--- config.mk ---
export PLATFORM = sky130hd
export DESIGN_NAME = lb_regmap_engine
export DESIGN_NICKNAME = d
export VERILOG_FILES = /design/src/rtl/lb_regmap_pkg.sv /design/src/rtl/lb_resp_fifo.sv /design/src/rtl/lb_regmap_engine.sv
export SDC_FILE = /design/constraint.sdc
export NUM_CORES = 1
export LEC_CHECK = 0
export CORE_AREA = 2 2 458 460
export CTS_BUF_LIST = sky130_fd_sc_hd__clkbuf_16
export CTS_CLUSTER_DIAMETER = 80
export DETAILED_ROUTE_END_ITERATION = 16
export DIE_AREA = 0 0 460 462
export PLACE_DENSITY = 0.4
export SETUP_SLACK_MARGIN = 0.05
export SYNTH_ARGS = -nofsm -noshare
export SYNTH_HDL_FRONTEND = slang
export SYNTH_SLANG_ARGS = --single-unit
--- constraint.sdc ---
create_clock -name clk -period 25.9 [get_ports clk]
set_clock_uncertainty 0.1 [all_clocks]
set_input_delay 5.18 -clock clk [delete_from_list [all_inputs] [get_ports clk]]
set_output_delay 5.18 -clock clk [all_outputs]
set_load 0.02 [all_outputs]
--- src/rtl/lb_regmap_pkg.sv ---
// lb_regmap_pkg
//   Shared types and helpers for the localbus register-map engine.
//   - LB_*WIDTH : default localbus field widths (UART bridge flavour)
//   - cmd_t     : localbus command {ctrl, addr, data} at the default widths
//   - resp_t    : response word {cmd, err}
//   - dec_t     : address decode result {hit, idx}
//   - lb_decode : maps an address onto a register index inside a window
package lb_regmap_pkg;

  localparam int LB_CWIDTH   = 8;
  localparam int LB_AWIDTH   = 24;
  localparam int LB_DWIDTH   = 32;
  localparam int LB_IDXWIDTH = 8;

  typedef struct packed {
    logic [LB_CWIDTH-1:0] ctrl;
    logic [LB_AWIDTH-1:0] addr;
    logic [LB_DWIDTH-1:0] data;
  } cmd_t;

  typedef struct packed {
    cmd_t cmd;
    logic err;
  } resp_t;

  typedef struct packed {
    logic                   hit;
    logic [LB_IDXWIDTH-1:0] idx;
  } dec_t;

  // Arguments are zero-extended to 64 bits by the caller; the subtraction is
  // done one bit wider so an address below the base can never wrap into the
  // window.
  function automatic dec_t lb_decode(input logic [63:0] addr,
                                     input logic [63:0] base,
                                     input logic [63:0] nreg);
    dec_t        d;
    logic [64:0] off;
    off   = {1'b0, addr} - {1'b0, base};
    d.hit = (addr >= base) && (off < {1'b0, nreg});
    d.idx = LB_IDXWIDTH'(off);
    return d;
  endfunction

endpackage

--- src/rtl/lb_resp_fifo.sv ---
// lb_resp_fifo
//   First-word-fall-through response queue. The head entry is presented on
//   o_data whenever the queue is non-empty; o_data reads as zero when empty.
//   Push and pop in the same cycle are allowed on a full or empty queue.
// Ports
//   clk, rst  : clock, asynchronous active-high reset
//   i_push    : write i_data into the tail
//   i_data    : entry to push
//   i_pop     : consume the head entry (ignored while empty)
//   o_data    : head entry
//   o_empty   : queue holds no entries
//   o_count   : number of entries held
module lb_resp_fifo
  import lb_regmap_pkg::*;
#(
  parameter type T     = resp_t,
  parameter int  DEPTH = 4,
  localparam int AW    = $clog2(DEPTH)
) (
  input  logic        clk,
  input  logic        rst,
  input  logic        i_push,
  input  T            i_data,
  input  logic        i_pop,
  output T            o_data,
  output logic        o_empty,
  output logic [AW:0] o_count
);

  T              r_mem [DEPTH];
  logic [AW-1:0] r_wrPtr;
  logic [AW-1:0] r_rdPtr;
  logic [AW:0]   r_count;
  logic          w_full;
  logic          w_doPush;
  logic          w_doPop;

  // DEPTH is a power of two, so the count MSB alone marks a full queue.
  assign w_full   = r_count[AW];
  assign o_empty  = (r_count == '0);
  assign w_doPop  = i_pop && !o_empty;
  assign w_doPush = i_push && (!w_full || w_doPop);
  assign o_count  = r_count;
  assign o_data   = o_empty ? T'('0) : r_mem[r_rdPtr];

  // Storage needs no reset: entries are only visible once counted in.
  always_ff @(posedge clk) begin
    if (w_doPush) r_mem[r_wrPtr] <= i_data;
  end

  // Pointers wrap naturally because DEPTH is a power of two.
  always_ff @(posedge clk or posedge rst) begin
    if (rst) begin
      r_wrPtr <= '0;
      r_rdPtr <= '0;
      r_count <= '0;
    end else begin
      if (w_doPush) r_wrPtr <= r_wrPtr + 1'b1;
      if (w_doPop)  r_rdPtr <= r_rdPtr + 1'b1;
      case ({w_doPush, w_doPop})
        2'b10:   r_count <= r_count + 1'b1;
        2'b01:   r_count <= r_count - 1'b1;
        default: r_count <= r_count;
      endcase
    end
  end

endmodule

--- src/rtl/lb_regmap_engine.sv ---
// lb_regmap_engine
//   Localbus register-map engine. Decodes {ctrl,addr,data} commands into
//   NREG writable registers and NREG read-only status words, then returns a
//   response through an RDLAT-deep pipeline and a response FIFO.
// Ports
//   clk, rst   : localbus clock, asynchronous active-high reset
//   wcmd       : command {ctrl,addr,data};   wvalid / wready handshake
//   rcmd       : response {ctrl,addr,data};  rready valid, rack consumes
//   rerr       : response flags unmapped address or write to a RO register
//   regs_out   : register contents, reg i at [i*LBDWIDTH +: LBDWIDTH]
//   stb_out    : one-cycle write strobes for STB_MASK registers
//   status_in  : read-only status words, same packing as regs_out
module lb_regmap_engine
  import lb_regmap_pkg::*;
#(
  parameter int                     LBCWIDTH  = LB_CWIDTH,
  parameter int                     LBAWIDTH  = LB_AWIDTH,
  parameter int                     LBDWIDTH  = LB_DWIDTH,
  parameter logic [LBCWIDTH-1:0]    WRITECMD  = LBCWIDTH'(1),
  parameter logic [LBCWIDTH-1:0]    READCMD   = LBCWIDTH'(0),
  parameter int                     NREG      = 16,
  parameter logic [LBAWIDTH-1:0]    BASEADDR  = '0,
  parameter int                     RDLAT     = 2,
  parameter int                     FIFODEPTH = 4,
  parameter logic [NREG-1:0]        RO_MASK   = '0,
  parameter logic [NREG-1:0]        STB_MASK  = '0,
  parameter logic [NREG*LBDWIDTH-1:0] RESETVAL = '0,
  parameter logic [LBDWIDTH-1:0]    DEADVAL   = LBDWIDTH'(32'hdeadbeef)
) (
  input  logic                                  clk,
  input  logic                                  rst,
  input  logic [LBCWIDTH+LBAWIDTH+LBDWIDTH-1:0] wcmd,
  input  logic                                  wvalid,
  output logic                                  wready,
  output logic [LBCWIDTH+LBAWIDTH+LBDWIDTH-1:0] rcmd,
  output logic                                  rready,
  input  logic                                  rack,
  output logic                                  rerr,
  output logic [NREG*LBDWIDTH-1:0]              regs_out,
  output logic [NREG-1:0]                       stb_out,
  input  logic [NREG*LBDWIDTH-1:0]              status_in
);

  localparam int CNTW = $clog2(FIFODEPTH) + 1;

  // The package types fix the default widths; the engine re-declares them at
  // its own parameter widths and hands the response type to the FIFO.
  typedef struct packed {
    logic [LBCWIDTH-1:0] ctrl;
    logic [LBAWIDTH-1:0] addr;
    logic [LBDWIDTH-1:0] data;
  } lcmd_t;

  typedef struct packed {
    lcmd_t cmd;
    logic  err;
  } lresp_t;

  if (WRITECMD == READCMD) begin : g_badCmd
    $error("lb_regmap_engine: WRITECMD and READCMD must differ");
  end
  if (NREG < 1 || NREG > 256) begin : g_badNreg
    $error("lb_regmap_engine: NREG must be 1..256");
  end
  if (RDLAT < 1) begin : g_badLat
    $error("lb_regmap_engine: RDLAT must be at least 1");
  end
  if (FIFODEPTH < 2 || (FIFODEPTH & (FIFODEPTH - 1)) != 0) begin : g_badDepth
    $error("lb_regmap_engine: FIFODEPTH must be a power of two >= 2");
  end
  if (LBAWIDTH > 63) begin : g_badAw
    $error("lb_regmap_engine: LBAWIDTH must be at most 63");
  end

  lcmd_t               w_cmd;
  dec_t                w_dec;
  logic                w_accept;
  logic                w_isWrite;
  logic                w_isRead;
  logic                w_ro;
  logic [LBDWIDTH-1:0] w_regData;
  logic [LBDWIDTH-1:0] w_statData;
  logic [NREG-1:0]     w_wrEn;
  lresp_t              w_resp;
  int                  w_inFlight;
  lresp_t              w_head;
  logic                w_empty;
  logic [CNTW-1:0]     w_count;
  logic                w_pop;

  logic [LBDWIDTH-1:0] r_regs [NREG];
  logic [NREG-1:0]     r_stb;
  lresp_t              r_pipe [RDLAT];
  logic [RDLAT-1:0]    r_pipeValid;

  assign w_cmd     = lcmd_t'(wcmd);
  assign w_dec     = lb_decode(64'(w_cmd.addr), 64'(BASEADDR), 64'(NREG));
  assign w_isWrite = (w_cmd.ctrl == WRITECMD);
  assign w_isRead  = (w_cmd.ctrl == READCMD);

  // Every pipeline entry will land in the FIFO, so a new command is taken
  // only while the free FIFO slots outnumber the entries still in flight.
  always_comb begin
    w_inFlight = 0;
    for (int k = 0; k < RDLAT; k++) w_inFlight += int'(r_pipeValid[k]);
    wready   = (FIFODEPTH - int'(w_count)) > w_inFlight;
    w_accept = wvalid && wready;
  end

  // Select the addressed register, status word and RO flag by comparing the
  // decoded index against each register number.
  always_comb begin
    w_ro       = 1'b0;
    w_regData  = '0;
    w_statData = '0;
    w_wrEn     = '0;
    for (int i = 0; i < NREG; i++) begin
      if (w_dec.hit && w_dec.idx == LB_IDXWIDTH'(i)) begin
        w_ro       = RO_MASK[i];
        w_regData  = r_regs[i];
        w_statData = status_in[i*LBDWIDTH +: LBDWIDTH];
        w_wrEn[i]  = w_accept && w_isWrite && !RO_MASK[i];
      end
    end
  end

  // Build the response word at accept time; reads capture data right here so
  // a read following a write sees the value written one edge earlier.
  always_comb begin
    w_resp.cmd = w_cmd;
    w_resp.err = 1'b0;
    if (w_isWrite) begin
      w_resp.err = !w_dec.hit || w_ro;
    end else if (w_isRead) begin
      if (!w_dec.hit) begin
        w_resp.cmd.data = DEADVAL;
        w_resp.err      = 1'b1;
      end else begin
        w_resp.cmd.data = w_ro ? w_statData : w_regData;
      end
    end
  end

  // Register file and strobes; a strobe is high only in the cycle after the
  // accepting edge of a successful write.
  always_ff @(posedge clk or posedge rst) begin
    if (rst) begin
      for (int i = 0; i < NREG; i++) r_regs[i] <= RESETVAL[i*LBDWIDTH +: LBDWIDTH];
      r_stb <= '0;
    end else begin
      for (int i = 0; i < NREG; i++) begin
        if (w_wrEn[i]) r_regs[i] <= w_cmd.data;
      end
      r_stb <= w_wrEn & STB_MASK;
    end
  end

  // Response delay line: stage 0 loads at the accept edge, the last stage
  // feeds the FIFO, giving rready RDLAT edges after accept when it is empty.
  always_ff @(posedge clk or posedge rst) begin
    if (rst) begin
      r_pipeValid <= '0;
      for (int k = 0; k < RDLAT; k++) r_pipe[k] <= '0;
    end else begin
      r_pipeValid[0] <= w_accept;
      r_pipe[0]      <= w_resp;
      for (int k = 1; k < RDLAT; k++) begin
        r_pipeValid[k] <= r_pipeValid[k-1];
        r_pipe[k]      <= r_pipe[k-1];
      end
    end
  end

  assign w_pop = rack && !w_empty;

  lb_resp_fifo #(
    .T     (lresp_t),
    .DEPTH (FIFODEPTH)
  ) u_respFifo (
    .clk     (clk),
    .rst     (rst),
    .i_push  (r_pipeValid[RDLAT-1]),
    .i_data  (r_pipe[RDLAT-1]),
    .i_pop   (w_pop),
    .o_data  (w_head),
    .o_empty (w_empty),
    .o_count (w_count)
  );

  assign rready  = !w_empty;
  assign rcmd    = w_head.cmd;
  assign rerr    = w_head.err;
  assign stb_out = r_stb;

  for (genvar g = 0; g < NREG; g++) begin : g_regsOut
    assign regs_out[g*LBDWIDTH +: LBDWIDTH] = r_regs[g];
  end

endmodule

==> impl_metrics.ini, run 1 <==
[routing]
drcViolationCount = 0
antenna_left = 0
via_count = 26182
drt-total-wl_um = 200100
wl_per_cell_um = 33.18
viasPerCell = 4.343
first_pass_iters = 5
drtIter0Drc = 1810

[logic_synthesis]
yosys_warnings = 0
avgSynthCellArea_um2 = 14.88
netlist_area_um2 = 37660
synth_cell_types = 74
synth_cells = 2532
synth-main-ff-cell = dfrtp_1
ys_ff_latch = 911
yosysSeqAreaShare_pct = 63.98
synth_edf_count = 260
synth-async-reset-ratio_pct = 71.46

[clock_network]
clkSinkCount = 911
cts_setup_buffers = 0
cts.path.max_buffers = 3
cts.clk_slew.worst_paths_ns = 0.06
clk_latency_ns = 0.77
htreeDepth = 3
cts-hold-fix-buffers = 0
cts_buffers = 114
cts.repair.resized = 0
cts-root-buf = clkbuf_16
cts_tree = yes

[sta]
period_needed_ns = 10.13
timing.fmax_mhz = 98.74
maxSlewViolCount = 0
tightest_slew_ns = 1.239
post-route-period-util_pct = 39.10
hold_viol = 0
rsz0062_at_grt = no
setup_viol = 0
relSlewSlack_pct = 17.09
finalWorstSetupSlack_ns = 15.77
tns_ns = 0

[setup_path]
cp-start-kind = primary input
critPathSlowestCell = nand2_2
criticalPathCategory = in -> reg
crit_chain = clkdlybuf4s50_1, or4_4, or3_1, nor2_2, nand2_2, nor2_4, buf_4, mux2_2
rrSetupSlack_ns = 21.28
worst_setup_path_end_kind = flip-flop
crit_required_ns = 26.44
cp.arrival_ns = 10.67
max_stage_delay_ns = 0.88
reg2reg_depth = 12
cp_max_fo = 23

[place]
dp_cells = 5806
port_buffers = 646
placed_area_um2 = 47700
dp_slack_ns = 15.04
hpwl_um = 138800
gp_congestion = 0.7790

[power_and_ir_drop]
fin_total_pwr_w = 0.003849
ir_drop_v = 0.00007262
power.density_nw_per_um2 = 75.02
power_leakage_nw = 21.13

[outcome]
status = complete, no violations

[hold_path]
hold_depth = 0
hp-class = reg -> reg

[floorplan]
start_util_pct = 18.10
dieWidth_um = 460
rows = 168
pin_count = 1175
core-area_um2 = 208100
die-area_um2 = 212500
die_h_um = 462

[global_route]
antenna_found_initial = 26
grt_first_pass_wirelength_um = 264000
gr-total-overflow = 0
grt_max_degree = 160
track_usage_pct = 18.45
grt_pass1_vias = 27067

[final_layout]
fillers = 21910
instances_no_fill = 6029
multi_input_area_um2 = 12950
drive_gt1_share_pct = 27.64
regArea_um2 = 24110
final_cell_area_um2 = 51310
areaGrowthSynthToFinish_pct = 36.24
nets = 3793

[run]
cap_viol_max_count = 0
synthesized netlist by cell type, types with 7 or more instances:
master / count / area [µm²]
buf_4: 22 / 165.2
buf_1: 29 / 108.9
nor2_1: 72 / 270.3
a21oi_1: 91 / 455.4
inv_1: 20 / 75.07
nand3_1: 33 / 165.2
buf_2: 30 / 150.1
clkbuf_1: 113 / 424.2
dfrtp_1: 651 / 16290
nor3_1: 27 / 135.1
a211oi_1: 16 / 120.1
nor2b_1: 7 / 43.79
or3_1: 9 / 56.30
a22oi_1: 31 / 232.7
a22o_1: 9 / 78.83
nand2_1: 111 / 416.7
o221ai_1: 26 / 227.7
edfxtp_1: 260 / 7807
ha_1: 10 / 125.1
mux2_2: 513 / 5777
o22ai_1: 31 / 193.9
mux2i_1: 26 / 260.3
o21ai_0: 76 / 380.4
mux4_2: 79 / 1779
and2_1: 74 / 462.9
a2111oi_0: 7 / 61.31
a221oi_1: 29 / 254.0
and3_1: 10 / 62.56
flip-flops by register name, indices dropped and copies added, names as in the netlist:
register	cells
regs_out	512
u_respFifo.r_mem	260
r_pipe	130
u_respFifo.o_count	3
r_pipeValid	2
u_respFifo.r_rdPtr	2
u_respFifo.r_wrPtr	2
per-layer routing:
layer / share of wire [%] / GRT usage (%) / vias up
met1: 41 / 22.52 / 14147
li1: - / - / 10851
met3: 7.9 / 6.206 / 239
met4: 3.6 / 6.265 / 6
met5: 0.020 / 0 / -
met2: 48 / 30.34 / 939
critical path: cells and delay by family:
family	cells	cell delay (ns)
muxes	1	0.40
buffers and inverters	2	1.12
and+or+nand+nor	5	3.87
through the flow:
step,util (%),hold slack (ns)
after floorplan,-,0.2312
after global placement,22.92,0.2315
after detailed placement,22.92,0.2347
after CTS,24.65,0.2418
after global routing,24.65,0.2471
final,24.66,0.2445
report_power, final:
part           switching, W  internal, W  total [W]
clock              0.000676     0.000875    0.00155
sequential        0.0000488      0.00156    0.00161
combinational      0.000392     0.000301   0.000693
final cells by class:
cell class	count	area share, %
clock buffer	117	5.706
clock inverter	96	1.290
timing repair buffer	735	13.96
antenna	10	0.04877
inverter	20	0.1609
tap	2720	6.632
sequential	911	46.98
multi-input combinational	1420	25.23
cell usage in the layout (no fill, tap or decap), types with 16 or more instances in the layout:
cell,n
nor3_1,18
a211oi_1,16
a22oi_1,31
mux2i_1,26
mux4_2,79
buf_4,87
inv_1,43
o221ai_1,26
edfxtp_1,260
clkinv_2,18
conb_1,16
clkinv_1,25
clkbuf_16,117
nor2_1,68
nand2_1,101
dfrtp_1,649
and2_1,70
clkdlybuf4s50_1,644
nand3_1,28
o22ai_1,31
a21oi_1,91
a221oi_1,29
o21ai_0,76
mux2_2,513
worst paths after layout:
| check | start | end |
|---|---|---|
| max | wcmd[40] | regs_out[345] |
| min | r_pipe[81] | r_pipe[16] |
| max reg2reg | u_respFifo.o_count[0] | regs_out[215] |
| min reg2reg | r_pipe[81] | r_pipe[16] |
| max in group asynchronous | rst | regs_out[48] |
| min in group asynchronous | rst | r_pipe[25] |
logic make-up after synthesis:
family | share of synthesized area (%)
buffers and inverters | 2.511
muxes | 20.93
xor gates and xnor gates | 0.1395
DFF | 63.98
and+or+nand+nor | 5.123
AOI/OAI and AO/OA | 6.917
adders and majority gates | 0.3854
other | 0.009957
Note: power is estimated with default switching activity, not from simulation.
==> run 2: changes to the inputs <==
Clock period 25.9 ns to 10.1 ns, I/O delays scaled along.
==> impl_metrics.ini, run 2 (synthesized netlist as in run 1, its figures left out) <==
[setup_path]
cp_max_fo = 23
cp.arrival_ns = 6.81
worst_setup_path_end_kind = flip-flop
criticalPathCategory = in -> reg
max_stage_delay_ns = 0.67
cp-start-kind = primary input
critPathMostFrequentCell = buf_4
crit_required_ns = 10.62
crit_chain = clkdlybuf4s50_1, or4_4, or3_1, buf_4, nor2_2, buf_4, nand2_2, nor2_4, buf_4, mux2_2
critPathSlowestCell = or4_4

[sta]
post-route-period-util_pct = 62.24
rsz0062_at_grt = no
setup_viol = 0
hold_viol = 0
maxSlewViolCount = 0
timing.fmax_mhz = 159.1
finalWorstSetupSlack_ns = 3.814
relSlewSlack_pct = 14.23
tightest_slew_ns = 1.282
hold_ws_ns = 0.2456
period_needed_ns = 6.286

[global_route]
grt_first_pass_wirelength_um = 262000
grt_max_degree = 142
gr-total-overflow = 0
antenna_found_initial = 29
grt_pass1_vias = 27131
track_usage_pct = 18.30

[place]
dp_cells = 5803
port_buffers = 646
dp_slack_ns = 2.998
placed_area_um2 = 47710
gp_congestion = 0.7872
hpwl_um = 140200

[routing]
first_pass_iters = 6
via_count = 26185
viasPerCell = 4.338
antenna_left = 0
wl_per_cell_um = 32.95
drt-total-wl_um = 198900
drcViolationCount = 0
drtIter0Drc = 1913

[floorplan]
rows = 168
die_h_um = 462
dieWidth_um = 460
start_util_pct = 18.10
die-area_um2 = 212500
pin_count = 1175
core-area_um2 = 208100

[power_and_ir_drop]
fin_total_pwr_w = 0.01011
p_switching_w = 0.002885
power.internal_w = 0.007223
ir_drop_v = 0.0001314
p_clk_share_pct = 41.7
p_comb_share_pct = 17.7
power.density_nw_per_um2 = 195.9
power_leakage_nw = 21.28
switching_share_pct = 28.54
pwr-share-seq_pct = 40.6

[clock_network]
cts-root-buf = clkbuf_16
cts.clk_slew.worst_paths_ns = 0.06
cts_buffers = 118
clkSinkCount = 911
cts_setup_buffers = 0
cts.repair.resized = 0
cts_tree = yes
htreeDepth = 3
clk_latency_ns = 0.77
cts.path.max_buffers = 3
cts-hold-fix-buffers = 0

[final_layout]
final_common_cell = dfrtp_1
largest_register_ffs = 512
nets = 3794
areaGrowthSynthToFinish_pct = 36.96
final_cell_mix = dfrtp_1 (649), clkdlybuf4s50_1 (644), mux2_2 (513)
instances_no_fill = 6036
drive_gt1_share_pct = 27.84
final_cell_area_um2 = 51590

[outcome]
status = complete, no violations

[run]
cap_viol_max_count = 0

[hold_path]
hp-class = reg -> reg
run 2: cell count changes in the layout (fill, tap and decap cells not counted), sizes merged:
cell,delta
bufinv,+5
buf,-3
clkbuf,+5
diode,+1
clkinvlp,-1
inv,+4
clkinv,-4
run 2: cell type report:
cell class / instances / area [µm²]
Clock inverter: 100 / 792.0
Timing Repair Buffer: 732 / 7164
Inverter: 20 / 78.83
Antenna cell: 11 / 27.53
Tap cell: 2720 / 3403
Multi-Input combinational cell: 1420 / 12960
Fill cell: 21802 / 156500
Clock buffer: 122 / 3053
Sequential cell: 911 / 24110
run 2: path summary, 6_finish.rpt:
check	start	end	slack (ns)	cells after the start
max	wcmd[40]	regs_out[322]	3.81	10
min	r_pipe[108]	r_pipe[43]	0.25	0
max reg2reg	u_respFifo.o_count[0]	regs_out[507]	5.63	10
min reg2reg	r_pipe[108]	r_pipe[43]	0.25	0
max in group asynchronous	rst	regs_out[233]	6.33	4
min in group asynchronous	rst	r_pipe[44]	1.61	2
run 2: power by group through the flow:
stage / Sequential [W] / Combinational [W] / Clock (W)
after floorplan: 0.00410 / 0.00103 / 0
after global placement: 0.00418 / 0.00185 / 0
after detailed placement: 0.00419 / 0.00185 / 0
after CTS: 0.00412 / 0.00185 / 0.00434
after global routing: 0.00413 / 0.00194 / 0.00448
final: 0.00411 / 0.00179 / 0.00421
run 2: worst max-delay path, delay by kind of cell:
kind | cells | cell delay, ns
AND/OR/NAND/NOR | 5 | 2.64
buffers and inverters | 4 | 1.56
multiplexers | 1 | 0.41
run 2: through the flow:
step	setup TNS (ns)	util [%]
floorplan	-596.70	-
CTS	0	24.78
detailed placement	0	22.93
finish	0	24.79
global route	0	24.78
global placement	0	22.93
run 2: layer usage:
| layer | routed length [µm] | track usage [%] | vias to the layer above |
|---|---|---|---|
| met5 | 23 | 0 | - |
| met4 | 6481 | 5.769 | 4 |
| met3 | 16550 | 6.197 | 222 |
| met2 | 94560 | 30.04 | 950 |
| met1 | 81270 | 22.52 | 14103 |
| li1 | - | - | 10906 |
